==> src/rtl/sp_seq_pkg.sv <==
// Shared types and elaboration-time helpers for the S-parameter sweep sequencer.
package sp_seq_pkg;

    typedef enum logic [2:0] {
        S_IDLE,
        S_BIAS,
        S_TUNE,
        S_MEAS,
        S_EMIT,
        S_DONE
    } state_e;

    // ceil(log2(v)), but never less than 1 so a 1-entry index still has a bit
    function automatic int unsigned clog2_min1(input int unsigned v);
        int unsigned r;
        r = 0;
        for (int unsigned i = 0; i < 32; i++) begin
            if ((64'd1 << i) < 64'(v)) r = i + 1;
        end
        return (r == 0) ? 1 : r;
    endfunction

    // Width of the shared dwell counter: must hold the largest dwell value
    function automatic int unsigned dwell_w(input int unsigned b,
                                            input int unsigned t,
                                            input int unsigned m);
        int unsigned mx;
        mx = b;
        if (t > mx) mx = t;
        if (m > mx) mx = m;
        return clog2_min1(mx + 1);
    endfunction

endpackage

==> src/rtl/sp_sweep_sequencer_dwell.sv <==
// Loadable down-counter; expired while the count sits at zero.
module dwell_timer #(
    parameter int unsigned W = 8
) (
    input  logic         clk,
    input  logic         rst,
    input  logic         load,
    input  logic [W-1:0] load_val,
    output logic         expired
);

    logic [W-1:0] cnt_q;

    // Load takes priority; otherwise count down and park at zero
    always_ff @(posedge clk or posedge rst) begin
        if (rst)               cnt_q <= '0;
        else if (load)         cnt_q <= load_val;
        else if (cnt_q != '0)  cnt_q <= cnt_q - 1'b1;
    end

    assign expired = (cnt_q == '0);

endmodule

==> src/rtl/sp_sweep_sequencer.sv <==
// Bias / retune / excite / emit sequencer for an N-port S-parameter sweep.
module sp_sweep_sequencer
    import sp_seq_pkg::*;
#(
    parameter  int unsigned NPORTS   = 2,
    parameter  int unsigned NPTS     = 201,
    parameter  int unsigned BIAS_W   = 12,
    parameter  int unsigned BIAS_CYC = 64,
    parameter  int unsigned TUNE_CYC = 8,
    parameter  int unsigned MEAS_CYC = 16,
    localparam int unsigned FIDX_W   = clog2_min1(NPTS),
    localparam int unsigned PIDX_W   = clog2_min1(NPORTS)
) (
    input  logic              clk,
    input  logic              rst,
    input  logic              start,
    input  logic              abort,
    input  logic [BIAS_W-1:0] bias_code_in,
    output logic [BIAS_W-1:0] bias_code,
    output logic              bias_en,
    output logic [NPORTS-1:0] exc_en,
    output logic [FIDX_W-1:0] freq_idx,
    output logic              meas_valid,
    input  logic              meas_ready,
    output logic [FIDX_W-1:0] meas_fidx,
    output logic [PIDX_W-1:0] meas_port,
    output logic              busy,
    output logic              done,
    output logic              aborted
);

    localparam int unsigned DWELL_W = dwell_w(BIAS_CYC, TUNE_CYC, MEAS_CYC);

    state_e             state_q, state_d;
    logic [FIDX_W-1:0]  fidx_q, fidx_d;
    logic [PIDX_W-1:0]  port_q, port_d;
    logic [BIAS_W-1:0]  bias_q, bias_d;
    logic               aborted_q, aborted_d;
    logic               tmr_load;
    logic [DWELL_W-1:0] tmr_val;
    logic               tmr_exp;

    dwell_timer #(.W(DWELL_W)) u_dwell (
        .clk      (clk),
        .rst      (rst),
        .load     (tmr_load),
        .load_val (tmr_val),
        .expired  (tmr_exp)
    );

    // State, counters, captured bias code and abort pulse
    always_ff @(posedge clk or posedge rst) begin
        if (rst) begin
            state_q   <= S_IDLE;
            fidx_q    <= '0;
            port_q    <= '0;
            bias_q    <= '0;
            aborted_q <= 1'b0;
        end else begin
            state_q   <= state_d;
            fidx_q    <= fidx_d;
            port_q    <= port_d;
            bias_q    <= bias_d;
            aborted_q <= aborted_d;
        end
    end

    // Next-state, counter update and dwell reload on entry to a timed state
    always_comb begin
        state_d   = state_q;
        fidx_d    = fidx_q;
        port_d    = port_q;
        bias_d    = bias_q;
        aborted_d = 1'b0;
        if (state_q != S_IDLE && abort) begin
            state_d   = S_IDLE;
            fidx_d    = '0;
            port_d    = '0;
            aborted_d = 1'b1;
        end else begin
            unique case (state_q)
                S_IDLE: if (start && !abort) begin
                    bias_d  = bias_code_in;
                    state_d = S_BIAS;
                end
                S_BIAS: if (tmr_exp) state_d = S_TUNE;
                S_TUNE: if (tmr_exp) state_d = S_MEAS;
                S_MEAS: if (tmr_exp) state_d = S_EMIT;
                S_EMIT: if (meas_ready) begin
                    if (port_q < PIDX_W'(NPORTS - 1)) begin
                        port_d  = port_q + 1'b1;
                        state_d = S_MEAS;
                    end else if (fidx_q < FIDX_W'(NPTS - 1)) begin
                        fidx_d  = fidx_q + 1'b1;
                        port_d  = '0;
                        state_d = S_TUNE;
                    end else begin
                        state_d = S_DONE;
                    end
                end
                S_DONE: begin
                    fidx_d  = '0;
                    port_d  = '0;
                    state_d = S_IDLE;
                end
                default: state_d = S_IDLE;
            endcase
        end

        tmr_load = (state_d != state_q) &&
                   (state_d == S_BIAS || state_d == S_TUNE || state_d == S_MEAS);
        unique case (state_d)
            S_BIAS:  tmr_val = DWELL_W'(BIAS_CYC - 1);
            S_TUNE:  tmr_val = DWELL_W'(TUNE_CYC - 1);
            default: tmr_val = DWELL_W'(MEAS_CYC - 1);
        endcase
    end

    // Moore outputs decoded from the registered state
    assign bias_code  = bias_q;
    assign bias_en    = (state_q == S_BIAS) || (state_q == S_TUNE) ||
                        (state_q == S_MEAS) || (state_q == S_EMIT);
    assign exc_en     = (state_q == S_MEAS || state_q == S_EMIT) ?
                        (NPORTS'(1) << port_q) : '0;
    assign freq_idx   = fidx_q;
    assign meas_valid = (state_q == S_EMIT);
    assign meas_fidx  = (state_q == S_EMIT) ? fidx_q : '0;
    assign meas_port  = (state_q == S_EMIT) ? port_q : '0;
    assign busy       = (state_q != S_IDLE);
    assign done       = (state_q == S_DONE);
    assign aborted    = aborted_q;

endmodule

==> config.mk <==
export PLATFORM = sky130hd
export DESIGN_NAME = sp_sweep_sequencer
export DESIGN_NICKNAME = d
export VERILOG_FILES = /design/src/rtl/sp_seq_pkg.sv /design/src/rtl/sp_sweep_sequencer_dwell.sv /design/src/rtl/sp_sweep_sequencer.sv
export SDC_FILE = /design/constraint.sdc
export NUM_CORES = 1
export LEC_CHECK = 0
export ABC_AREA = 0
export ABC_CLOCK_PERIOD_IN_PS = 5400
export CAP_MARGIN = 25
export CORE_MARGIN = 3
export CORE_UTILIZATION = 30
export CTS_BUF_LIST = sky130_fd_sc_hd__clkbuf_8
export DETAILED_ROUTE_END_ITERATION = 16
export SETUP_SLACK_MARGIN = 0.15
export SYNTH_ARGS = -nofsm -noshare
export SYNTH_HDL_FRONTEND = slang
export SYNTH_SLANG_ARGS = --single-unit
==> constraint.sdc <==
create_clock -name clk -period 5.4 [get_ports clk]
set_input_delay 0.81 -clock clk [delete_from_list [all_inputs] [get_ports clk]]
set_output_delay 0.81 -clock clk [all_outputs]
set_load 0.05 [all_outputs]
==> results of run 1 <==
==> sequential cells by signal, summed over array words and instances, names as in the netlist <==
name and flops:
freq_idx 8, state_q 3, port_q 1, bias_code 12, aborted 1, u_dwell.cnt_q 7
==> worst max path at each step <==
stage | slack, ns | endpoint
6_report | 1.95 | meas_fidx[1]
4_1_cts | 1.96 | meas_fidx[1]
3_5_place_dp | 2.28 | meas_fidx[1]
2_1_floorplan | 2.69 | meas_fidx[0]
3_3_place_gp | 2.30 | meas_fidx[6]
5_1_grt | 1.79 | meas_fidx[1]
==> routing by layer <==
layer / global-route usage (%) / part of all wire, %
met4: 4.56 / 1.3
met1: 16.8 / 45
met3: 3.77 / 5.5
met5: 0 / 0
met2: 20.4 / 48
==> synth_stat cells (all sizes together) <==
library cell   n
a21o           2
a21oi         10
a2bb2oi        1
a311oi         1
a31o           2
and2           9
buf            6
clkbuf         2
dfrtp         32
ha             2
inv            9
maj3           1
mux2          12
mux2i          3
nand2         16
nand2b         1
nand3          3
nor2           9
nor2b          3
nor3b          1
nor4b          2
o211ai         1
o21a           1
o21ai         10
o21bai         1
o22a           2
o2bb2ai        1
o311a          1
o311ai         1
o31ai          2
or2            3
or3            7
or3b           2
or4            2
or4b           1
xnor2          2
xor2           2
==> power breakdown <==
group	leakage, nW	internal, mW	switching [mW]
Sequential	0.401	0.324	0.0659
Combinational	0.537	0.229	0.366
Clock	0.0548	0.139	0.0955
==> cell families after synthesis <==
logic type | share of synthesized area [%]
AO/OA/AOI/OAI | 13.8
flip-flops | 47.6
XOR/XNOR | 2.08
buffers and inverters | 4.98
multiplexers | 9.81
AND/OR/NAND/NOR | 19.6
adder cells (fa/ha/maj) | 2.08
==> per-stage QoR <==
step | utilization, % | worst slack (ns) | area, um^2 | instances
after floorplan | - | 2.69 | 1680 | 166
after global placement | 42.8 | 2.30 | 2260 | 281
after detailed placement | 42.8 | 2.28 | 2260 | 281
after CTS | 45.0 | 1.96 | 2370 | 289
after global routing | 45.0 | 1.79 | 2370 | 289
final | 45.0 | 1.95 | 2370 | 289
==> final cells by class <==
| type | instances | area, um^2 |
|---|---|---|
| clock inverter | 3 | 46.3 |
| timing repair buffer | 53 | 528 |
| multi-input combinational | 117 | 807 |
| inverter | 9 | 33.8 |
| fill | 541 | 2900 |
| tap | 70 | 87.6 |
| clock buffer | 5 | 68.8 |
| sequential | 32 | 801 |
==> worst max-delay path, delay by kind of cell, from the launching register on <==
family | cells | cell delay [ns]
AND/OR/NAND/NOR | 2 | 0.71
flip-flops | 1 | 0.58
buffers and inverters | 2 | 1.06
==> impl_metrics.py, run 1 <==
metrics = {
    "yosys": {
        "yosysTopAreaCellShare_pct": 47.6,
        "syn-num-nets": 185,
        "synth-seq-area-share_pct": 47.6,
        "yosysTopAreaCell": "dfrtp_1",
        "synth_area_um2": 1680,
        "synthTopCellsByArea": "dfrtp_1 (48%), mux2_2 (8.0%), nand2_1 (3.6%)",
        "ys_ff_latch": 32,
        "postSynthCellCount": 166,
        "yosysWarningCount": 0,
        "synth.distinct_cells": 39,
        "post_synth.cell_area_avg_um2": 10.1,
    },
    "worst_setup_path": {
        "ff2ff_setup_slack_ns": 3.05,
        "path_cells": "or3b_1, inv_1, and2_1, clkdlybuf4s50_1",
        "worstPathRequired_ns": 4.59,
        "crit_path_start_kind": "flop",
        "critPathMaxStageDelay_ns": 0.79,
        "cpMaxStageDelayCell": "clkdlybuf4s50_1",
        "startpoint": "state_q[2]",
        "worstReg2RegEnd": "u_dwell.cnt_q[5]",
        "crit_type": "flop to output pin",
        "reg2reg_depth": 7,
        "cp-end-kind": "output pin",
        "worstPathArrival_ns": 2.64,
        "cp_max_fo": 13,
        "r2r-start": "u_dwell.cnt_q[0]",
    },
    "worst_hold_path": {
        "holdPathStages": 1,
        "min_to": "u_dwell.cnt_q[6]",
        "hold_path_class": "flop to flop",
        "worstHoldStart": "u_dwell.cnt_q[6]",
    },
    "floorplanning": {
        "io_pins": 53,
        "chipWidth_um": 80.9,
        "core_area_um2": 5270,
        "start_util_pct": 31.9,
        "row_count": 26,
        "fp.dieArea_um2": 6540,
        "die_height_um": 80.9,
    },
    "pwr": {
        "power_mw": 1.22,
        "p_per_area_nw_per_um2": 514,
        "ir_drop_uv": 315,
        "p_leak_nw": 0.993,
    },
    "timing": {
        "timing.fmax_ghz": 0.290,
        "finalSetupTns_ns": 0,
        "period_minus_slack_ns": 3.45,
        "fin_crit_sh_pct": 63.9,
        "max-slew-margin-rel_pct": 37.6,
        "tightestPinTransition_ns": 0.931,
        "fin_worst_skew_ns": 0.00805,
        "hold_viol": 0,
        "whs_ns": 0.509,
        "slew_violations": 0,
        "grt_setup_unrepaired": "no",
        "finalSetupViolCount": 0,
    },
    "drt": {
        "drc": 0,
        "via_per_inst": 4.75,
        "detail_route.wl_per_cell_um": 13.3,
        "postRouteAntennaNets": 0,
        "drtIter0Drc": 34,
        "route.final.wire_length_um": 3850,
        "dr.pass1.iters": 4,
        "vias": 1372,
    },
    "clock_network": {
        "ctsResizeCount": 0,
        "clk_latency_ns": 0.28,
        "cts_buffers": 5,
        "clk_path_buf_depth": 2,
        "root_buffer": "clkbuf_8",
        "post_cts_buffers": 0,
        "postCtsHoldBufs": 0,
        "clock_sinks": 32,
        "path_clk_slew_ns": 0.07,
        "htreeDepth": 2,
        "cts_tree": "yes",
    },
    "cells_and_area": {
        "mostFrequentLayoutCell": "clkdlybuf4s50_1",
        "fin_nets": 237,
        "drive_above_1_share_pct": 12.8,
        "final_cell_mix": "clkdlybuf4s50_1 (52), dfrtp_1 (32), nand2_1 (16)",
        "area_delta_synth_final_pct": 41.0,
        "diodes": 0,
    },
    "grt": {
        "grt_max_degree": 33,
        "track_usage_pct": 12.9,
        "grt-ovfl-total": 0,
        "grt_antenna_before_repair": 0,
        "grt_pass1_wl_um": 6530,
        "grt_pass1_vias": 1342,
    },
    "placement": {
        "io_buffers": 52,
        "place_congestion": 0.824,
        "dpl.hpwl_um": 2920,
    },
    "outcome": {
        "status": "finished, final reports clean",
    },
    "run": {
        "maxCapViolCount": 0,
    },
}
No activity file was read; power rests on OpenSTA's default activity.
==> run 2, diff against run 1 <==
--- a/config.mk
+++ b/config.mk
@@ -6,7 +6,7 @@
 export NUM_CORES = 1
 export LEC_CHECK = 0
 export ABC_AREA = 0
-export ABC_CLOCK_PERIOD_IN_PS = 5400
+export ABC_CLOCK_PERIOD_IN_PS = 3600
 export CAP_MARGIN = 25
 export CORE_MARGIN = 3
 export CORE_UTILIZATION = 30
==> constraint.sdc (replaced) <==
create_clock -name clk -period 3.6 [get_ports clk]
set_input_delay 0.54 -clock clk [delete_from_list [all_inputs] [get_ports clk]]
set_output_delay 0.54 -clock clk [all_outputs]
set_load 0.05 [all_outputs]
==> impl_metrics.py, run 2 (synthesis results as in run 1) <==
metrics = {
    "outcome": {
        "status": "finished, final reports clean",
    },
    "pwr": {
        "ir_drop_uv": 485,
        "p_leak_nw": 1.00,
        "p_per_area_nw_per_um2": 764,
    },
    "cells_and_area": {
        "final_cell_mix": "clkdlybuf4s50_1 (52), dfrtp_1 (32), nand2_1 (16)",
        "largest_reg_flops": 12,
        "num-fill-cells": 550,
        "diodes": 0,
        "area_delta_synth_final_pct": 41.0,
        "fin_nets": 238,
        "design_area_um2": 2370,
        "fin_util_pct": 45.0,
        "drive_above_1_share_pct": 12.7,
        "mostFrequentLayoutCell": "clkdlybuf4s50_1",
    },
    "worst_setup_path": {
        "crit_type": "flop to output pin",
        "worstPathArrival_ns": 2.62,
        "crit_path_start_kind": "flop",
        "cp_max_fo": 13,
        "cp-end-kind": "output pin",
        "worstPathRequired_ns": 3.06,
    },
    "drt": {
        "postRouteAntennaNets": 0,
        "drc": 0,
        "route.final.wire_length_um": 3880,
        "vias": 1393,
        "dr.pass1.iters": 4,
        "via_per_inst": 4.80,
        "detail_route.wl_per_cell_um": 13.4,
        "drtIter0Drc": 115,
    },
    "timing": {
        "period_minus_slack_ns": 3.16,
        "slew_violations": 0,
        "hold_viol": 0,
        "finalSetupViolCount": 0,
        "max-slew-margin-rel_pct": 65.5,
        "tightestPinTransition_ns": 0.516,
        "timing.fmax_ghz": 0.317,
        "grt_setup_unrepaired": "no",
        "fin_crit_sh_pct": 87.7,
        "fin_worst_skew_ns": 0.00460,
        "finalSetupTns_ns": 0,
    },
    "clock_network": {
        "ctsResizeCount": 0,
        "clk_latency_ns": 0.28,
        "postCtsHoldBufs": 0,
        "root_buffer": "clkbuf_8",
        "path_clk_slew_ns": 0.07,
        "htreeDepth": 2,
        "clock_sinks": 32,
        "clk_path_buf_depth": 2,
        "cts_tree": "yes",
        "post_cts_buffers": 0,
        "cts_buffers": 5,
    },
    "worst_hold_path": {
        "hold_path_class": "flop to flop",
    },
    "run": {
        "maxCapViolCount": 0,
    },
    "placement": {
        "io_buffers": 52,
        "dpl.hpwl_um": 2890,
        "placed_area_um2": 2260,
        "place_congestion": 0.805,
    },
    "floorplanning": {
        "die_height_um": 80.9,
        "fp.dieArea_um2": 6540,
        "row_count": 26,
        "chipWidth_um": 80.9,
        "core_area_um2": 5270,
        "io_pins": 53,
        "start_util_pct": 31.9,
    },
    "grt": {
        "grt-ovfl-total": 0,
        "grt_antenna_before_repair": 0,
        "grt_pass1_vias": 1364,
        "track_usage_pct": 13.0,
        "grt_pass1_wl_um": 6520,
        "grt_max_degree": 33,
    },
}
-- run 2: changes by cell type in the layout (fill, tap and decap cells not counted), sizes merged --
cell	change
clkinv	+1
buf	+1
clkinvlp	-1
-- run 2: layout make-up --
type                            count  area (um^2)  area share, %
Clock buffer                        5         68.8           2.90
Clock inverter                      3         38.8           1.64
Inverter                            9         33.8           1.42
Multi-Input combinational cell    117          807           34.0
Sequential cell                    32          801           33.8
Tap cell                           70         87.6           3.69
Timing Repair Buffer               54          536           22.6
-- run 2: final timing paths --
kind,slack [ns],end,start,depth (start not counted)
max,0.44,meas_fidx[0],state_q[2],4
min,0.51,bias_code[8],bias_code[8],1
max reg2reg,1.26,u_dwell.cnt_q[5],u_dwell.cnt_q[0],7
min reg2reg,0.51,bias_code[8],bias_code[8],1
max in group asynchronous,2.66,bias_code[0],rst,3
min in group asynchronous,0.65,bias_code[3],rst,3
-- run 2: power breakdown --
| group | switching (mW) | total (mW) | internal [mW] |
|---|---|---|---|
| Combinational | 0.549 | 0.894 | 0.345 |
| Clock | 0.129 | 0.331 | 0.202 |
| Sequential | 0.0994 | 0.586 | 0.487 |
-- run 2: metal layers --
metal,track usage (%),vias to the layer above,part of all wire [%]
met2,20.8,34,47
li1,-,689,-
met5,0,-,0
met3,2.99,5,4.6
met4,6.08,0,1.6
met1,16.6,665,47
-- run 2: worst max-delay path, cell delays in order (launching register included) --
cell and delay (ns):
dfrtp_1 0.59, or3b_1 0.54, inv_1 0.25, and2_1 0.16, clkdlybuf4s50_1 0.80
-- run 2: per-stage QoR --
stage / power (mW) / std cells / worst slack (ns) / hold WS (ns)
2_1_floorplan: 1.22 / 166 / 1.16 / 0.485
3_3_place_gp: 1.49 / 282 / 0.788 / 0.491
3_5_place_dp: 1.49 / 282 / 0.727 / 0.495
4_1_cts: 1.84 / 290 / 0.427 / 0.510
5_1_grt: 1.92 / 290 / 0.274 / 0.525
6_report: 1.81 / 290 / 0.443 / 0.507
==> run 3, diff against run 2 <==
--- a/config.mk
+++ b/config.mk
@@ -6,9 +6,8 @@
 export NUM_CORES = 1
 export LEC_CHECK = 0
 export ABC_AREA = 0
-export ABC_CLOCK_PERIOD_IN_PS = 3600
 export CAP_MARGIN = 25
-export CORE_MARGIN = 3
+export CORE_MARGIN = 2
 export CORE_UTILIZATION = 30
 export CTS_BUF_LIST = sky130_fd_sc_hd__clkbuf_8
 export DETAILED_ROUTE_END_ITERATION = 16
==> impl_metrics.py, run 3 (synthesis results as in run 1) <==
metrics = {
    "drt": {
        "detail_route.wl_per_cell_um": 13.3,
        "route.final.wire_length_um": 3880,
        "dr.pass1.iters": 4,
        "vias": 1380,
        "drc": 0,
        "postRouteAntennaNets": 0,
        "via_per_inst": 4.73,
        "drtIter0Drc": 75,
    },
    "cells_and_area": {
        "mostFrequentLayoutCell": "clkdlybuf4s50_1",
        "drive_above_1_share_pct": 13.2,
        "fin_nets": 238,
        "area_delta_synth_final_pct": 39.7,
        "num-fill-cells": 547,
        "diodes": 0,
        "design_area_um2": 2350,
        "largest_reg_flops": 12,
        "final_cell_mix": "clkdlybuf4s50_1 (52), dfrtp_1 (32), nand2_1 (16)",
    },
    "worst_setup_path": {
        "cp_max_fo": 13,
        "ff2ff_setup_slack_ns": 1.23,
        "r2r-start": "u_dwell.cnt_q[0]",
        "worstReg2RegEnd": "u_dwell.cnt_q[5]",
        "cp-end-kind": "output pin",
        "crit_path_start_kind": "flop",
        "reg2reg_depth": 7,
        "crit_type": "flop to output pin",
        "worstPathArrival_ns": 2.59,
        "worstPathRequired_ns": 3.06,
    },
    "clock_network": {
        "post_cts_buffers": 0,
        "htreeDepth": 2,
        "postCtsHoldBufs": 0,
        "root_buffer": "clkbuf_8",
        "path_clk_slew_ns": 0.08,
        "clock_sinks": 32,
        "clk_path_buf_depth": 2,
        "ctsResizeCount": 0,
        "cts_tree": "yes",
        "clk_latency_ns": 0.29,
        "cts_buffers": 5,
    },
    "pwr": {
        "p_per_area_nw_per_um2": 751,
        "p_leak_nw": 0.979,
        "ir_drop_uv": 439,
    },
    "timing": {
        "hold_viol": 0,
        "finalSetupViolCount": 0,
        "slew_violations": 0,
        "fin_crit_sh_pct": 87.0,
        "grt_setup_unrepaired": "no",
        "period_minus_slack_ns": 3.13,
        "tightestPinTransition_ns": 0.742,
        "max-slew-margin-rel_pct": 50.5,
        "finalSetupTns_ns": 0,
        "fin_worst_skew_ns": 0.00873,
        "timing.fmax_ghz": 0.319,
    },
    "floorplanning": {
        "chipWidth_um": 78.9,
        "fp.dieArea_um2": 6220,
        "io_pins": 53,
        "start_util_pct": 30.7,
        "die_height_um": 78.9,
        "row_count": 27,
        "core_area_um2": 5470,
    },
    "worst_hold_path": {
        "min_to": "bias_code[11]",
        "holdPathStages": 1,
        "worstHoldStart": "bias_code[11]",
        "hold_path_class": "flop to flop",
    },
    "grt": {
        "grt_pass1_vias": 1397,
        "grt_antenna_before_repair": 0,
        "grt_max_degree": 19,
        "track_usage_pct": 13.9,
        "grt_pass1_wl_um": 6630,
        "grt-ovfl-total": 0,
    },
    "placement": {
        "place_congestion": 0.813,
        "io_buffers": 52,
        "dpl.hpwl_um": 2790,
        "placed_area_um2": 2260,
    },
    "outcome": {
        "status": "finished, final reports clean",
    },
    "run": {
        "maxCapViolCount": 0,
    },
}
## run 3: cell count changes in the layout (fill, tap and decap cells not counted)
| cell | previous run | this run |
|---|---|---|
| inv_1 | 10 | 9 |
| clkinvlp_4 | 0 | 2 |
| nor4b_2 | 0 | 1 |
| bufinv_16 | 1 | 0 |
| clkinv_2 | 1 | 0 |
| nor4b_4 | 1 | 0 |
| clkinv_4 | 0 | 1 |
## run 3: where the power goes
part	internal, mW	switching [mW]	leakage, nW
Combinational	0.344	0.547	0.537
Sequential	0.486	0.0998	0.401
Clock	0.137	0.152	0.0404
## run 3: layout make-up
cell class	count	area, um^2	share of cell area (%)
Sequential cell	32	801	34.1
Tap cell	72	90.1	3.83
Timing Repair Buffer	54	536	22.8
Clock inverter	3	23.8	1.01
Inverter	9	33.8	1.44
Multi-Input combinational cell	117	798	34.0
Clock buffer	5	68.8	2.93
## run 3: critical path, stage by stage (launching register included)
cell and delay, ns:
dfrtp_1 0.56, or3b_1 0.54, inv_1 0.25, and2_1 0.16, clkdlybuf4s50_1 0.79
## run 3: through the flow
| stage | power [mW] | hold slack, ns | cells | util [%] | setup WS (ns) |
|---|---|---|---|---|---|
| after global routing | 1.88 | 0.531 | 292 | 43.0 | 0.311 |
| after detailed placement | 1.49 | 0.495 | 284 | 41.3 | 0.797 |
| after floorplan | 1.22 | 0.485 | 166 | - | 1.16 |
| final | 1.77 | 0.513 | 292 | 43.0 | 0.467 |
| after global placement | 1.48 | 0.489 | 284 | 41.3 | 0.834 |
| after CTS | 1.79 | 0.517 | 292 | 43.0 | 0.465 |
## run 3: layer usage
metal / routed length, um / track usage (%)
met2: 1760 / 21.1
met4: 41 / 5.69
met1: 1800 / 18.2
met5: 0 / 0
met3: 284 / 4.66
## run 3: how the worst max path moves through the flow
stage | from | end | slack [ns] | cells past startpoint
after CTS | state_q[2] | meas_fidx[0] | 0.47 | 4
after global placement | state_q[2] | meas_fidx[0] | 0.83 | 4
after global routing | state_q[2] | meas_fidx[2] | 0.31 | 4
after detailed placement | state_q[2] | meas_fidx[0] | 0.80 | 4
after floorplan | state_q[0] | meas_fidx[0] | 1.16 | 5
final | state_q[2] | meas_fidx[0] | 0.47 | 4
